`src/rtl/boot_mode_seq_if.sv`:
```
// Control bundle between the board-level pins/loader and the boot mode sequencer.
// master: button pins, loader done flag and the consumers of the sequencer controls.
// slave:  the boot_mode_seq block itself.
interface boot_mode_seq_if;
  logic       uart_btn_i;
  logic       work_btn_i;
  logic       uart_done_i;
  logic       mode_o;
  logic       uart_rst_o;
  logic       cpu_rst_o;
  logic       cpu_en_o;
  logic       loaded_o;
  logic [1:0] state_o;

  modport master (
    output uart_btn_i, work_btn_i, uart_done_i,
    input  mode_o, uart_rst_o, cpu_rst_o, cpu_en_o, loaded_o, state_o
  );

  modport slave (
    input  uart_btn_i, work_btn_i, uart_done_i,
    output mode_o, uart_rst_o, cpu_rst_o, cpu_en_o, loaded_o, state_o
  );
endinterface

```
`src/rtl/boot_mode_seq.sv`:
```
// Boot mode sequencer: debounces the UART/WORK buttons, tracks the UART loader
// done flag and drives registered mode/reset/enable controls for the board.
// Optional build macro BOOT_MODE_AUTORUN_EN: UART_DONE lasts a single cycle and
// then falls into WARMUP so the freshly loaded image boots without a button.
module boot_mode_seq #(
  parameter int unsigned DEBOUNCE_CYCLES = 1000000,
  parameter int unsigned WARMUP_CYCLES   = 255,
  parameter int unsigned CNT_W           = 20
) (
  input  logic          clk,
  input  logic          rst_n,
  boot_mode_seq_if.slave bus
);

  localparam logic [CNT_W-1:0] DEB_MAX  = CNT_W'(DEBOUNCE_CYCLES);
  localparam logic [CNT_W-1:0] WARM_MAX = CNT_W'(WARMUP_CYCLES);
  localparam logic [CNT_W-1:0] CNT_ONE  = CNT_W'(1);

  typedef enum logic [1:0] {
    ST_WARMUP    = 2'd0,
    ST_RUN       = 2'd1,
    ST_UART_LOAD = 2'd2,
    ST_UART_DONE = 2'd3
  } state_e;

  logic [1:0]       uart_sync;
  logic [1:0]       work_sync;
  logic [1:0]       done_sync;
  logic             done_q;
  logic [CNT_W-1:0] uart_cnt;
  logic [CNT_W-1:0] work_cnt;
  logic             uart_deb_q;
  logic             work_deb_q;
  logic             uart_deb;
  logic             work_deb;
  logic             uart_press;
  logic             work_press;
  logic             done_rise;

  state_e           state;
  state_e           nxt_state;
  logic [CNT_W-1:0] warm_cnt;
  logic [CNT_W-1:0] nxt_warm;
  logic             loaded_q;
  logic             nxt_loaded;
  logic             mode_q;
  logic             uart_rst_q;
  logic             cpu_rst_q;
  logic             cpu_en_q;

  // Two-flop synchronisers for the asynchronous button pins and loader done flag
  always_ff @(posedge clk or negedge rst_n) begin
    if (!rst_n) begin
      uart_sync <= 2'b00;
      work_sync <= 2'b00;
      done_sync <= 2'b00;
      done_q    <= 1'b0;
    end else begin
      uart_sync <= {uart_sync[0], bus.uart_btn_i};
      work_sync <= {work_sync[0], bus.work_btn_i};
      done_sync <= {done_sync[0], bus.uart_done_i};
      done_q    <= done_sync[1];
    end
  end

  // Saturating debounce counters; a low sample restarts the count
  always_ff @(posedge clk or negedge rst_n) begin
    if (!rst_n) begin
      uart_cnt   <= '0;
      work_cnt   <= '0;
      uart_deb_q <= 1'b0;
      work_deb_q <= 1'b0;
    end else begin
      if (!uart_sync[1])          uart_cnt <= '0;
      else if (uart_cnt != DEB_MAX) uart_cnt <= uart_cnt + CNT_ONE;
      if (!work_sync[1])          work_cnt <= '0;
      else if (work_cnt != DEB_MAX) work_cnt <= work_cnt + CNT_ONE;
      uart_deb_q <= uart_deb;
      work_deb_q <= work_deb;
    end
  end

  assign uart_deb   = (uart_cnt == DEB_MAX);
  assign work_deb   = (work_cnt == DEB_MAX);
  assign uart_press = uart_deb & ~uart_deb_q;
  assign work_press = work_deb & ~work_deb_q;
  assign done_rise  = done_sync[1] & ~done_q;

  // Next-state, warm-up counter and loaded flag; work press always has priority
  always_comb begin
    nxt_state  = state;
    nxt_warm   = '0;
    nxt_loaded = loaded_q;
    case (state)
      ST_WARMUP: begin
        if (work_press) begin
          nxt_warm = '0;
        end else if (uart_press) begin
          nxt_state  = ST_UART_LOAD;
          nxt_loaded = 1'b0;
        end else if (warm_cnt == WARM_MAX) begin
          nxt_state = ST_RUN;
        end else begin
          nxt_warm = warm_cnt + CNT_ONE;
        end
      end
      ST_RUN: begin
        if (!work_press && uart_press) begin
          nxt_state  = ST_UART_LOAD;
          nxt_loaded = 1'b0;
        end
      end
      ST_UART_LOAD: begin
        if (work_press) begin
          nxt_state = ST_WARMUP;
        end else if (done_rise) begin
          nxt_state  = ST_UART_DONE;
          nxt_loaded = 1'b1;
        end
      end
      ST_UART_DONE: begin
        if (work_press) begin
          nxt_state = ST_WARMUP;
        end else if (uart_press) begin
          nxt_state  = ST_UART_LOAD;
          nxt_loaded = 1'b0;
        end else begin
`ifdef BOOT_MODE_AUTORUN_EN
          nxt_state = ST_WARMUP;
`else
          nxt_state = ST_UART_DONE;
`endif
        end
      end
      default: nxt_state = ST_WARMUP;
    endcase
  end

  // State register with outputs registered from the next state
  always_ff @(posedge clk or negedge rst_n) begin
    if (!rst_n) begin
      state      <= ST_WARMUP;
      warm_cnt   <= '0;
      loaded_q   <= 1'b0;
      mode_q     <= 1'b1;
      uart_rst_q <= 1'b1;
      cpu_rst_q  <= 1'b1;
      cpu_en_q   <= 1'b0;
    end else begin
      state      <= nxt_state;
      warm_cnt   <= nxt_warm;
      loaded_q   <= nxt_loaded;
      mode_q     <= (nxt_state == ST_WARMUP) || (nxt_state == ST_RUN);
      uart_rst_q <= (nxt_state == ST_WARMUP) || (nxt_state == ST_RUN);
      cpu_rst_q  <= (nxt_state == ST_UART_LOAD) || (nxt_state == ST_UART_DONE);
      cpu_en_q   <= (nxt_state == ST_RUN);
    end
  end

  assign bus.mode_o     = mode_q;
  assign bus.uart_rst_o = uart_rst_q;
  assign bus.cpu_rst_o  = cpu_rst_q;
  assign bus.cpu_en_o   = cpu_en_q;
  assign bus.loaded_o   = loaded_q;
  assign bus.state_o    = state;

endmodule

```
`src/flat_wrapper.sv`:
```
// flat-port wrapper written by rule: the top's interface ports become plain ports
module boot_mode_seq_flat 
#(
  parameter int unsigned DEBOUNCE_CYCLES = 1000000,
  parameter int unsigned WARMUP_CYCLES   = 255,
  parameter int unsigned CNT_W           = 20
)
  (clk, rst_n, bus_uart_btn_i, bus_work_btn_i, bus_uart_done_i, bus_mode_o, bus_uart_rst_o, bus_cpu_rst_o, bus_cpu_en_o, bus_loaded_o, bus_state_o);
  boot_mode_seq_if bus_i ();
  input  logic clk;
  input  logic rst_n;
  input wire logic [$bits(bus_i.uart_btn_i)-1:0] bus_uart_btn_i;
  input wire logic [$bits(bus_i.work_btn_i)-1:0] bus_work_btn_i;
  input wire logic [$bits(bus_i.uart_done_i)-1:0] bus_uart_done_i;
  output wire logic [$bits(bus_i.mode_o)-1:0] bus_mode_o;
  output wire logic [$bits(bus_i.uart_rst_o)-1:0] bus_uart_rst_o;
  output wire logic [$bits(bus_i.cpu_rst_o)-1:0] bus_cpu_rst_o;
  output wire logic [$bits(bus_i.cpu_en_o)-1:0] bus_cpu_en_o;
  output wire logic [$bits(bus_i.loaded_o)-1:0] bus_loaded_o;
  output wire logic [$bits(bus_i.state_o)-1:0] bus_state_o;
  assign bus_i.uart_btn_i = bus_uart_btn_i;
  assign bus_i.work_btn_i = bus_work_btn_i;
  assign bus_i.uart_done_i = bus_uart_done_i;
  assign bus_mode_o = bus_i.mode_o;
  assign bus_uart_rst_o = bus_i.uart_rst_o;
  assign bus_cpu_rst_o = bus_i.cpu_rst_o;
  assign bus_cpu_en_o = bus_i.cpu_en_o;
  assign bus_loaded_o = bus_i.loaded_o;
  assign bus_state_o = bus_i.state_o;
  boot_mode_seq #(.DEBOUNCE_CYCLES(DEBOUNCE_CYCLES), .WARMUP_CYCLES(WARMUP_CYCLES), .CNT_W(CNT_W)) u_core (.clk(clk), .rst_n(rst_n), .bus(bus_i));
endmodule
```
`config.mk`:
```
export PLATFORM = sky130hd
export DESIGN_NAME = boot_mode_seq_flat
export DESIGN_NICKNAME = d
export VERILOG_FILES = /design/src/rtl/boot_mode_seq_if.sv /design/src/rtl/boot_mode_seq.sv /design/src/flat_wrapper.sv
export SDC_FILE = /design/constraint.sdc
export NUM_CORES = 1
export LEC_CHECK = 0
export ABC_AREA = 1
export CAP_MARGIN = 20
export CORE_MARGIN = 1.5
export CORE_UTILIZATION = 55
export CTS_BUF_LIST = sky130_fd_sc_hd__clkbuf_8
export CTS_CLUSTER_DIAMETER = 40
export CTS_CLUSTER_SIZE = 25
export DETAILED_ROUTE_END_ITERATION = 12
export GPL_ROUTABILITY_DRIVEN = 0
export PLACE_DENSITY = 0.72
export SLEW_MARGIN = 20
export SYNTH_ARGS = -nofsm -noshare
export SYNTH_HDL_FRONTEND = slang
export SYNTH_SLANG_ARGS = --single-unit
```
`constraint.sdc`:
```
create_clock -name clk -period 1.7 [get_ports clk]
set_input_delay 0.255 -clock clk [delete_from_list [all_inputs] [get_ports clk]]
set_output_delay 0.255 -clock clk [all_outputs]
set_load 0.02 [all_outputs]
```
==> impl_metrics.json, run 1 <==
{
  "die_area_um2": 7990,
  "numCtsBuffers": 9,
  "hold_class": "reg2reg",
  "reg2reg_depth": 11,
  "r2r-end": "u_core.bus.state_o[1]",
  "hold_depth": 0,
  "crit_type": "reg2reg",
  "dr.pass1.iters": 4,
  "multiInputGateArea_um2": 2040,
  "pre_cts_ws_ns": 0.000159,
  "net-switching-power_w": 0.000751,
  "post_drt_wl_per_cell_um": 12.5,
  "power_frac_comb_pct": 3.5,
  "hold_ws_ns": 0.355,
  "finalCriticalPeriod_ns": 1.63,
  "fin_nets": 544,
  "clk_pin_slew_worst_paths_ns": 0.08,
  "drcViolationCount": 0,
  "rows": 31,
  "syn_inst": 488,
  "timing.fmax_mhz": 612,
  "end_kind": "register",
  "crit_required_ns": 1.94,
  "clock_latency_ns": 0.34,
  "die_x_um": 89.4,
  "layout_commonest_cell": "dfrtp_1",
  "drive_gt1_share_pct": 22.2,
  "synth_ff_type": "dfrtp_1",
  "area_growth_syn_to_layout_pct": 17.2,
  "worstMarginPinSlew_ns": 0.426,
  "final_cell_mix": "dfrtp_1, nand2_1, nor2_1, inv_1",
  "nFillCells": 617,
  "synth_area_um2": 4110,
  "leakagePower_nw": 2.19,
  "clock-root-buffer": "clkbuf_8",
  "drv_cap": 0,
  "grt_pass1_vias": 3098,
  "power_density_nw_per_um2": 717,
  "ios": 12,
  "seq_area_um2": 1880,
  "clock_sinks": 75,
  "setup_violations": 0,
  "ys_warn_count": 0,
  "via_count": 3252,
  "async_flop_share_pct": 100,
  "synth_area_per_cell_um2": 8.41,
  "first_iter_violations": 155,
  "wl_um": 7940,
  "die_y_um": 89.4,
  "p_total_w": 0.00345,
  "slew_headroom_pct": 71.6,
  "crit_path_start_kind": "register",
  "start_util_pct": 56.6,
  "intPower_w": 0.00270,
  "grt_max_degree": 35,
  "cts_tree": "built",
  "ys_seq_area_share_pct": 45.8,
  "ys_ff_latch": 75,
  "ir_drop_uv": 666,
  "cts-htree-levels": 3,
  "finClkSkew_ns": 0.00663,
  "core_um2": 7250,
  "min_period_over_period_pct": 96.1,
  "drv_slew": 0,
  "dp_hpwl_um": 5790,
  "fin_ws_ns": 0.0658,
  "clkPwrFrac_pct": 43.6,
  "finalSetupTns_ns": 0,
  "viasPerCell": 5.13,
  "finalHoldViolations": 0,
  "synth_enable_flop_cells": 0,
  "utilization_pct": 66.4,
  "status": "finished clean",
  "grt_setup_unrepaired": "true",
  "synth_nets": 502,
  "reg2reg_from": "u_core.work_cnt[0]",
  "p_sw_share_pct": 21.8,
  "grt_overflow": 0,
  "antenna_found_initial": 0,
  "hp-start": "u_core.uart_sync[0]",
  "p_seq_share_pct": 52.9,
  "antennaDiodeCount": 0,
  "io_buffers": 11,
  "critPathMaxFanout": 4,
  "grt_util_all_layers_pct": 21.5,
  "ys_types": 40,
  "postRouteAntennaNets": 0,
  "hold_end": "u_core.uart_sync[1]",
  "cts.path.max_buffers": 2,
  "critPathArrivalTime_ns": 1.87,
  "r2r_setup_slack_ns": 0.07,
  "grt_pass1_wl_um": 13200
}
## metal layers
layer / global-route usage, % / part of all wire, % / vias up
li1: - / - / 1670
met2: 35.1 / 49 / 35
met3: 4.99 / 2.2 / 6
met5: 0 / 0 / -
met1: 28.0 / 48 / 1541
met4: 7.97 / 1.2 / 0
## synth_stat cells, drive strengths merged, types with 2 or more instances
| master | count | area share [%] |
|---|---|---|
| dfstp | 2 | 1.3 |
| a31oi | 2 | 0.30 |
| xnor2 | 5 | 1.1 |
| buf | 3 | 0.55 |
| nand3 | 37 | 5.7 |
| nor3b | 2 | 0.37 |
| xor2 | 15 | 3.2 |
| ha | 9 | 2.7 |
| nor4 | 4 | 0.98 |
| nor3 | 18 | 3.4 |
| dfrtp | 73 | 44 |
| inv | 67 | 6.1 |
| nand4 | 11 | 2.0 |
| nand2 | 83 | 8.5 |
| nor2 | 90 | 10 |
| a211oi | 2 | 0.37 |
| a21oi | 29 | 3.6 |
| o21ai | 28 | 3.4 |
## state kept, by name, summed over array words and instances, names as in the netlist
register	cells
u_core.work_deb_q	1
u_core.bus.loaded_o	1
u_core.done_q	1
u_core.work_cnt	20
u_core.uart_cnt	20
u_core.bus.cpu_rst_o	1
u_core.uart_sync	2
u_core.work_sync	2
u_core.uart_deb_q	1
u_core.bus.mode_o	1
u_core.bus.state_o	2
u_core.warm_cnt	20
u_core.done_sync	2
u_core.bus.cpu_en_o	1
## cell families (layout without fill, tap and decap cells)
family	Yosys count	after routing	synth area share, %
XOR/XNOR	20	20	4.27
adder cells (fa/ha/maj)	9	9	2.74
AO/OA/AOI/OAI	65	65	8.53
flip-flops	75	75	45.8
buffers and inverters	72	119	6.86
AND/OR/NAND/NOR	247	247	31.8
## cell type report
type	instances	share of cell area (%)
tap	99	2.57
timing repair buffer	35	5.98
multi-input combinational	341	42.5
sequential	75	39.1
inverter	68	5.30
clock inverter	6	1.69
clock buffer	10	2.86
## worst max-delay path, stage by stage (launching register included)
cell and delay (ns):
dfrtp_2 0.45, inv_2 0.08, ha_2 0.19, nand3_2 0.13
nor2_4 0.12, nand3_2 0.12, nand2_1 0.08, nor2_1 0.05
nor2_2 0.13, nand2_2 0.08, nand2_2 0.08, inv_1 0.04
## worst max-delay path by stage
stage | from | end | slack (ns) | cells after the start
floorplan | u_core.warm_cnt[0] | u_core.warm_cnt[8] | 0.20 | 8
global placement | u_core.work_cnt[0] | u_core.bus.state_o[1] | 0.05 | 11
detailed placement | u_core.work_cnt[0] | u_core.bus.state_o[1] | 0.0002 | 11
CTS | u_core.work_cnt[0] | u_core.bus.state_o[1] | 0.005 | 11
global route | u_core.work_cnt[0] | u_core.bus.state_o[1] | -0.06 | 11
finish | u_core.work_cnt[0] | u_core.bus.state_o[1] | 0.07 | 11
## metrics by stage
stage | cell area [um^2] | cells
5_1_grt | 4810 | 634
6_report | 4810 | 634
3_5_place_dp | 4420 | 608
4_1_cts | 4640 | 625
2_1_floorplan | 4110 | 488
3_3_place_gp | 4420 | 608
## timing repair
action	CTS	global route
hold buffers	1	0
setup endpoints to repair	5	30
buffers inserted	0	9
pin swaps	0	13
resized for setup	5	30
hold endpoints to repair	29	0
## power by group through the flow
stage | clock (W) | sequential, W | combinational, W
6_report | 0.00150 | 0.00183 | 0.000122
5_1_grt | 0.00163 | 0.00183 | 0.000144
4_1_cts | 0.00154 | 0.00182 | 0.000119
3_5_place_dp | 0 | 0.00186 | 0.000115
3_3_place_gp | 0 | 0.00186 | 0.000114
2_1_floorplan | 0 | 0.00185 | 0.0000517
Note: power is estimated with default switching activity, not from simulation.
==> run 2: changes to the inputs <==
--- a/config.mk
+++ b/config.mk
@@ -7,6 +7,7 @@
 export LEC_CHECK = 0
 export ABC_AREA = 1
 export CAP_MARGIN = 20
+export CORE_ASPECT_RATIO = 0.6
 export CORE_MARGIN = 1.5
 export CORE_UTILIZATION = 55
 export CTS_BUF_LIST = sky130_fd_sc_hd__clkbuf_8
==> impl_metrics.json, run 2 (synthesis gave the netlist of run 1 again) <==
{
  "drcViolationCount": 0,
  "numCtsBuffers": 9,
  "final_cell_mix": "nor2_1, dfrtp_1, nand2_1, inv_1, buf_4",
  "finalNonFillerCells": 649,
  "critPathBufInv": 2,
  "reg2reg_from": "u_core.uart_cnt[1]",
  "fin_nets": 554,
  "antennaDiodeCount": 0,
  "grt_util_all_layers_pct": 23.8,
  "drv_slew": 0,
  "r2r-end": "u_core.uart_cnt[19]",
  "endpoint": "u_core.uart_cnt[19]",
  "clock-root-buffer": "clkbuf_8",
  "r2r_setup_slack_ns": 0.03,
  "clk_pin_slew_worst_paths_ns": 0.08,
  "finalSetupTns_ns": 0,
  "leakagePower_nw": 2.26,
  "die_y_um": 69.9,
  "crit_type": "reg2reg",
  "clock_latency_ns": 0.37,
  "grt_pass1_wl_um": 14400,
  "drv_cap": 0,
  "start_util_pct": 56.7,
  "dr.pass1.iters": 5,
  "timing.fmax_mhz": 598,
  "post_drt_wl_per_cell_um": 13.8,
  "cpLargestDelayFamily": "simple AND/OR/NAND/NOR gates",
  "grt_overflow": 0,
  "cts.path.max_buffers": 2,
  "p_seq_share_pct": 51.8,
  "power_frac_comb_pct": 4.2,
  "clock_sinks": 75,
  "die_x_um": 115,
  "status": "finished clean",
  "critPathMaxFanout": 6,
  "grt_pass1_vias": 2932,
  "place_area_um2": 4470,
  "finalCriticalPeriod_ns": 1.67,
  "finClkSkew_ns": 0.0120,
  "cts-htree-levels": 3,
  "slew_headroom_pct": 70.4,
  "dp.cells": 617,
  "max_stage_delay_ns": 0.44,
  "hold_class": "in2reg",
  "setup.worst_path.start": "u_core.uart_cnt[1]",
  "reg.largest.list": "u_core.uart_cnt (20), u_core.warm_cnt (20), u_core.work_cnt (20)",
  "drive_gt1_share_pct": 24.8,
  "clkPwrFrac_pct": 44.0,
  "critPathArrivalTime_ns": 1.92,
  "end_kind": "register",
  "dp_hpwl_um": 6350,
  "antenna_found_initial": 0,
  "crit_path_start_kind": "register",
  "io_buffers": 11,
  "first_iter_violations": 332,
  "finalHoldViolations": 0,
  "wl_um": 8950,
  "path_cells": "buf_6 > nand3_4 > nor2_4 > nand2_2 > nor2_4 > nand3_4 > nor3_4 > buf_4 > a21oi_2",
  "reg2reg_depth": 9,
  "core_um2": 7240,
  "area_growth_syn_to_layout_pct": 21.2,
  "grt_setup_unrepaired": "true",
  "via_count": 3365,
  "postRouteAntennaNets": 0,
  "die_area_um2": 8010,
  "ios": 12,
  "crit_required_ns": 1.95,
  "net-switching-power_w": 0.000781,
  "rows": 24,
  "p_sw_share_pct": 22.0,
  "setup_violations": 0,
  "finish.instance_area_um2": 4980,
  "intPower_w": 0.00276,
  "min_period_over_period_pct": 98.3,
  "ir_drop_uv": 455,
  "cp_slowest_cell": "dfrtp_2",
  "worstMarginPinSlew_ns": 0.444,
  "viasPerCell": 5.18,
  "power_density_nw_per_um2": 711,
  "grt_max_degree": 35,
  "cts_tree": "built",
  "crit_cells": 9
}
## run 2: worst register-to-register path, delay by kind of cell, from the launching register on
family | cells | cell delay, ns
buffers and inverters | 2 | 0.28
flip-flops | 1 | 0.44
AND/OR/NAND/NOR | 6 | 0.80
AO/OA/AOI/OAI | 1 | 0.04
## run 2: what timing repair did
action | 4_1_cts | 5_1_grt
hold buffers | 1 | 0
buffers inserted | 0 | 15
hold endpoints to repair | 23 | 0
resized for setup | 5 | 46
pin swaps | 0 | 25
gates cloned | 0 | 0
setup endpoints to repair | 5 | 32
## run 2: routing by layer
layer / track usage, % / vias to the layer above / part of all wire [%]
met4: 6.67 / 0 / 1.3
met2: 28.6 / 96 / 39
li1: - / 1688 / -
met5: 0 / - / 0
met3: 7.20 / 15 / 6.8
met1: 39.8 / 1566 / 53
## run 2: cell type report
type | count | area (um^2)
fill | 577 | 2260
sequential | 75 | 1890
multi-input combinational | 341 | 2100
clock inverter | 5 | 76.3
timing repair buffer | 45 | 379
tap | 104 | 130
inverter | 68 | 255
clock buffer | 11 | 151
## run 2: how the worst min path moves through the flow
stage / to / startpoint / cells past startpoint
4_1_cts: u_core.work_sync[0] / bus_work_btn_i / 1
3_3_place_gp: u_core.done_sync[0] / rst_n / 1
2_1_floorplan: u_core.bus.cpu_en_o / rst_n / 0
3_5_place_dp: u_core.done_sync[0] / rst_n / 1
6_report: u_core.work_sync[0] / bus_work_btn_i / 1
5_1_grt: u_core.done_sync[0] / bus_uart_done_i / 1
## run 2: stage by stage
stage                     util, %  total power [W]  setup WS, ns  hold slack, ns
final                        68.8          0.00354        0.0291           0.332
after global routing         68.8          0.00367       -0.0498           0.321
after CTS                    64.9          0.00353       0.00203           0.315
after detailed placement     61.7          0.00198        0.0339           0.198
after global placement       61.7          0.00197        0.0691           0.192
after floorplan                 -          0.00190         0.201         -0.0406
## run 2: power groups by stage
stage	Clock (W)	Combinational, W	Sequential, W
6_report	0.00156	0.000149	0.00183
5_1_grt	0.00166	0.000170	0.00183
4_1_cts	0.00158	0.000122	0.00182
3_5_place_dp	0	0.000119	0.00186
3_3_place_gp	0	0.000115	0.00186
2_1_floorplan	0	0.0000517	0.00185
==> run 3: changes to the inputs <==
==> constraint.sdc (replaced) <==
create_clock -name clk -period 1.65 [get_ports clk]
set_input_delay 0.2475 -clock clk [delete_from_list [all_inputs] [get_ports clk]]
set_output_delay 0.2475 -clock clk [all_outputs]
set_load 0.02 [all_outputs]
==> impl_metrics.json, run 3 (synthesis gave the netlist of run 1 again) <==
{
  "status": "finished, violations left",
  "violations": "negative setup slack",
  "clock_latency_ns": 0.37,
  "critPathArrivalTime_ns": 1.97,
  "start_util_pct": 56.7,
  "via_count": 3421,
  "reg.largest.list": "u_core.uart_cnt (20), u_core.warm_cnt (20), u_core.work_cnt (20)",
  "finClkSkew_ns": 0.0156,
  "ir_drop_uv": 569,
  "wl_um": 9430,
  "power_density_nw_per_um2": 663,
  "grt_setup_unrepaired": "true",
  "min_period_over_period_pct": 104,
  "fin_nets": 563,
  "final_cell_mix": "dfrtp_1, nand2_1, inv_1, nor2_1, buf_4",
  "antennaDiodeCount": 0,
  "hold_class": "in2reg",
  "grt_overflow": 0,
  "crit_required_ns": 1.91,
  "hp-start": "bus_uart_done_i",
  "grt_pass1_vias": 3002,
  "setup_violations": 2,
  "io_buffers": 11,
  "reg2reg_depth": 8,
  "post_drt_wl_per_cell_um": 14.3,
  "rows": 24,
  "crit_type": "reg2reg",
  "fin_ws_ns": -0.0624,
  "postRouteAntennaNets": 0,
  "dp.cells": 624,
  "area_growth_syn_to_layout_pct": 25.7,
  "clock-root-buffer": "clkbuf_8",
  "finalCriticalPeriod_ns": 1.71,
  "dr.pass1.iters": 5,
  "die_y_um": 69.9,
  "layout_commonest_cell": "dfrtp_1",
  "leakagePower_nw": 2.31,
  "finalHoldViolations": 0,
  "finalNonFillerCells": 658,
  "cts.path.max_buffers": 2,
  "worstMarginPinSlew_ns": 0.380,
  "die_x_um": 115,
  "reg2reg_from": "u_core.work_cnt[1]",
  "viasPerCell": 5.20,
  "clock_sinks": 75,
  "timing.fmax_mhz": 584,
  "numCtsBuffers": 9,
  "cts_tree": "built",
  "dp_hpwl_um": 6330,
  "r2r_setup_slack_ns": -0.06,
  "clk_pin_slew_worst_paths_ns": 0.08,
  "first_iter_violations": 263,
  "ios": 12,
  "drv_cap": 0,
  "drcViolationCount": 0,
  "grt_util_all_layers_pct": 23.9,
  "r2r-end": "u_core.work_cnt[18]",
  "slew_headroom_pct": 74.5,
  "drv_slew": 0,
  "critPathMaxFanout": 4,
  "hold_end": "u_core.done_sync[0]",
  "grt_pass1_wl_um": 14600,
  "antenna_found_initial": 0,
  "die_area_um2": 8010,
  "drive_gt1_share_pct": 30.3,
  "end_kind": "register",
  "grt_max_degree": 37,
  "cts-htree-levels": 3,
  "core_um2": 7240,
  "finalSetupTns_ns": -0.0807,
  "hold_depth": 1,
  "crit_path_start_kind": "register"
}
==> run 3: cell count changes in the layout (fill, tap and decap cells not counted), sizes merged <==
cell      delta
buf          +8
inv          +3
clkinvlp     -1
bufinv       -1
==> run 3: cell type report <==
| type | instances | area [um^2] |
|---|---|---|
| sequential | 75 | 1890 |
| clock inverter | 6 | 50.0 |
| timing repair buffer | 54 | 485 |
| multi-input combinational | 341 | 2220 |
| clock buffer | 10 | 138 |
| tap | 104 | 130 |
| inverter | 68 | 255 |
| fill | 558 | 2070 |
==> run 3: repair_timing <==
action / 4_1_cts / 5_1_grt
setup endpoints to repair: 7 / 37
buffers inserted: 0 / 16
endpoints found under the hold margin: 23 / 0
resized for setup: 6 / 82
hold buffers: 1 / 0
pin swaps: 1 / 27
cloned: 0 / 1
==> run 3: critical path: stages (launching register included) <==
cell     delay [ns]
dfrtp_1        0.44
ha_4           0.18
nand3_4        0.10
nor2_4         0.15
nand2_2        0.10
nor4_4         0.37
nand3_1        0.14
nand2_1        0.10
a21oi_2        0.03
==> run 3: routing by layer <==
metal	vias to the layer above	routed length [um]	part of all wire, %	GRT usage, %
met2	94	3970	42	29.3
met1	1612	4810	51	39.0
met3	10	543	5.8	7.81
li1	1705	-	-	-
met5	-	0	0	0
met4	0	104	1.1	6.53
==> run 3: worst max-delay path by stage <==
stage                                        to               start  slack, ns  cells after the start
after CTS                  u_core.bus.cpu_rst_o  u_core.uart_cnt[0]      0.007                     12
after global placement    u_core.bus.state_o[1]  u_core.work_cnt[0]     -0.006                     11
final                       u_core.work_cnt[18]  u_core.work_cnt[1]      -0.06                      8
after global routing        u_core.work_cnt[18]  u_core.work_cnt[1]      -0.15                      8
after floorplan              u_core.warm_cnt[8]  u_core.warm_cnt[0]       0.15                      8
after detailed placement  u_core.bus.state_o[1]  u_core.work_cnt[0]      -0.02                     11
==> run 3: where the power goes <==
group / total, W / switching, W / internal [W]
Sequential: 0.00189 / 0.0000292 / 0.00186
Clock: 0.00137 / 0.000658 / 0.000716
Combinational: 0.000163 / 0.0000956 / 0.0000669
==> run 3: stage by stage <==
stage	utilization [%]	area, um^2	power, W	hold WS (ns)	setup slack, ns
global placement	62.4	4520	0.00203	0.186	-0.00551
global route	71.3	5160	0.00356	0.299	-0.152
detailed placement	62.4	4520	0.00204	0.187	-0.0194
floorplan	-	4110	0.00196	-0.0481	0.151
finish	71.3	5160	0.00342	0.316	-0.0624
CTS	65.1	4710	0.00341	0.304	0.00690
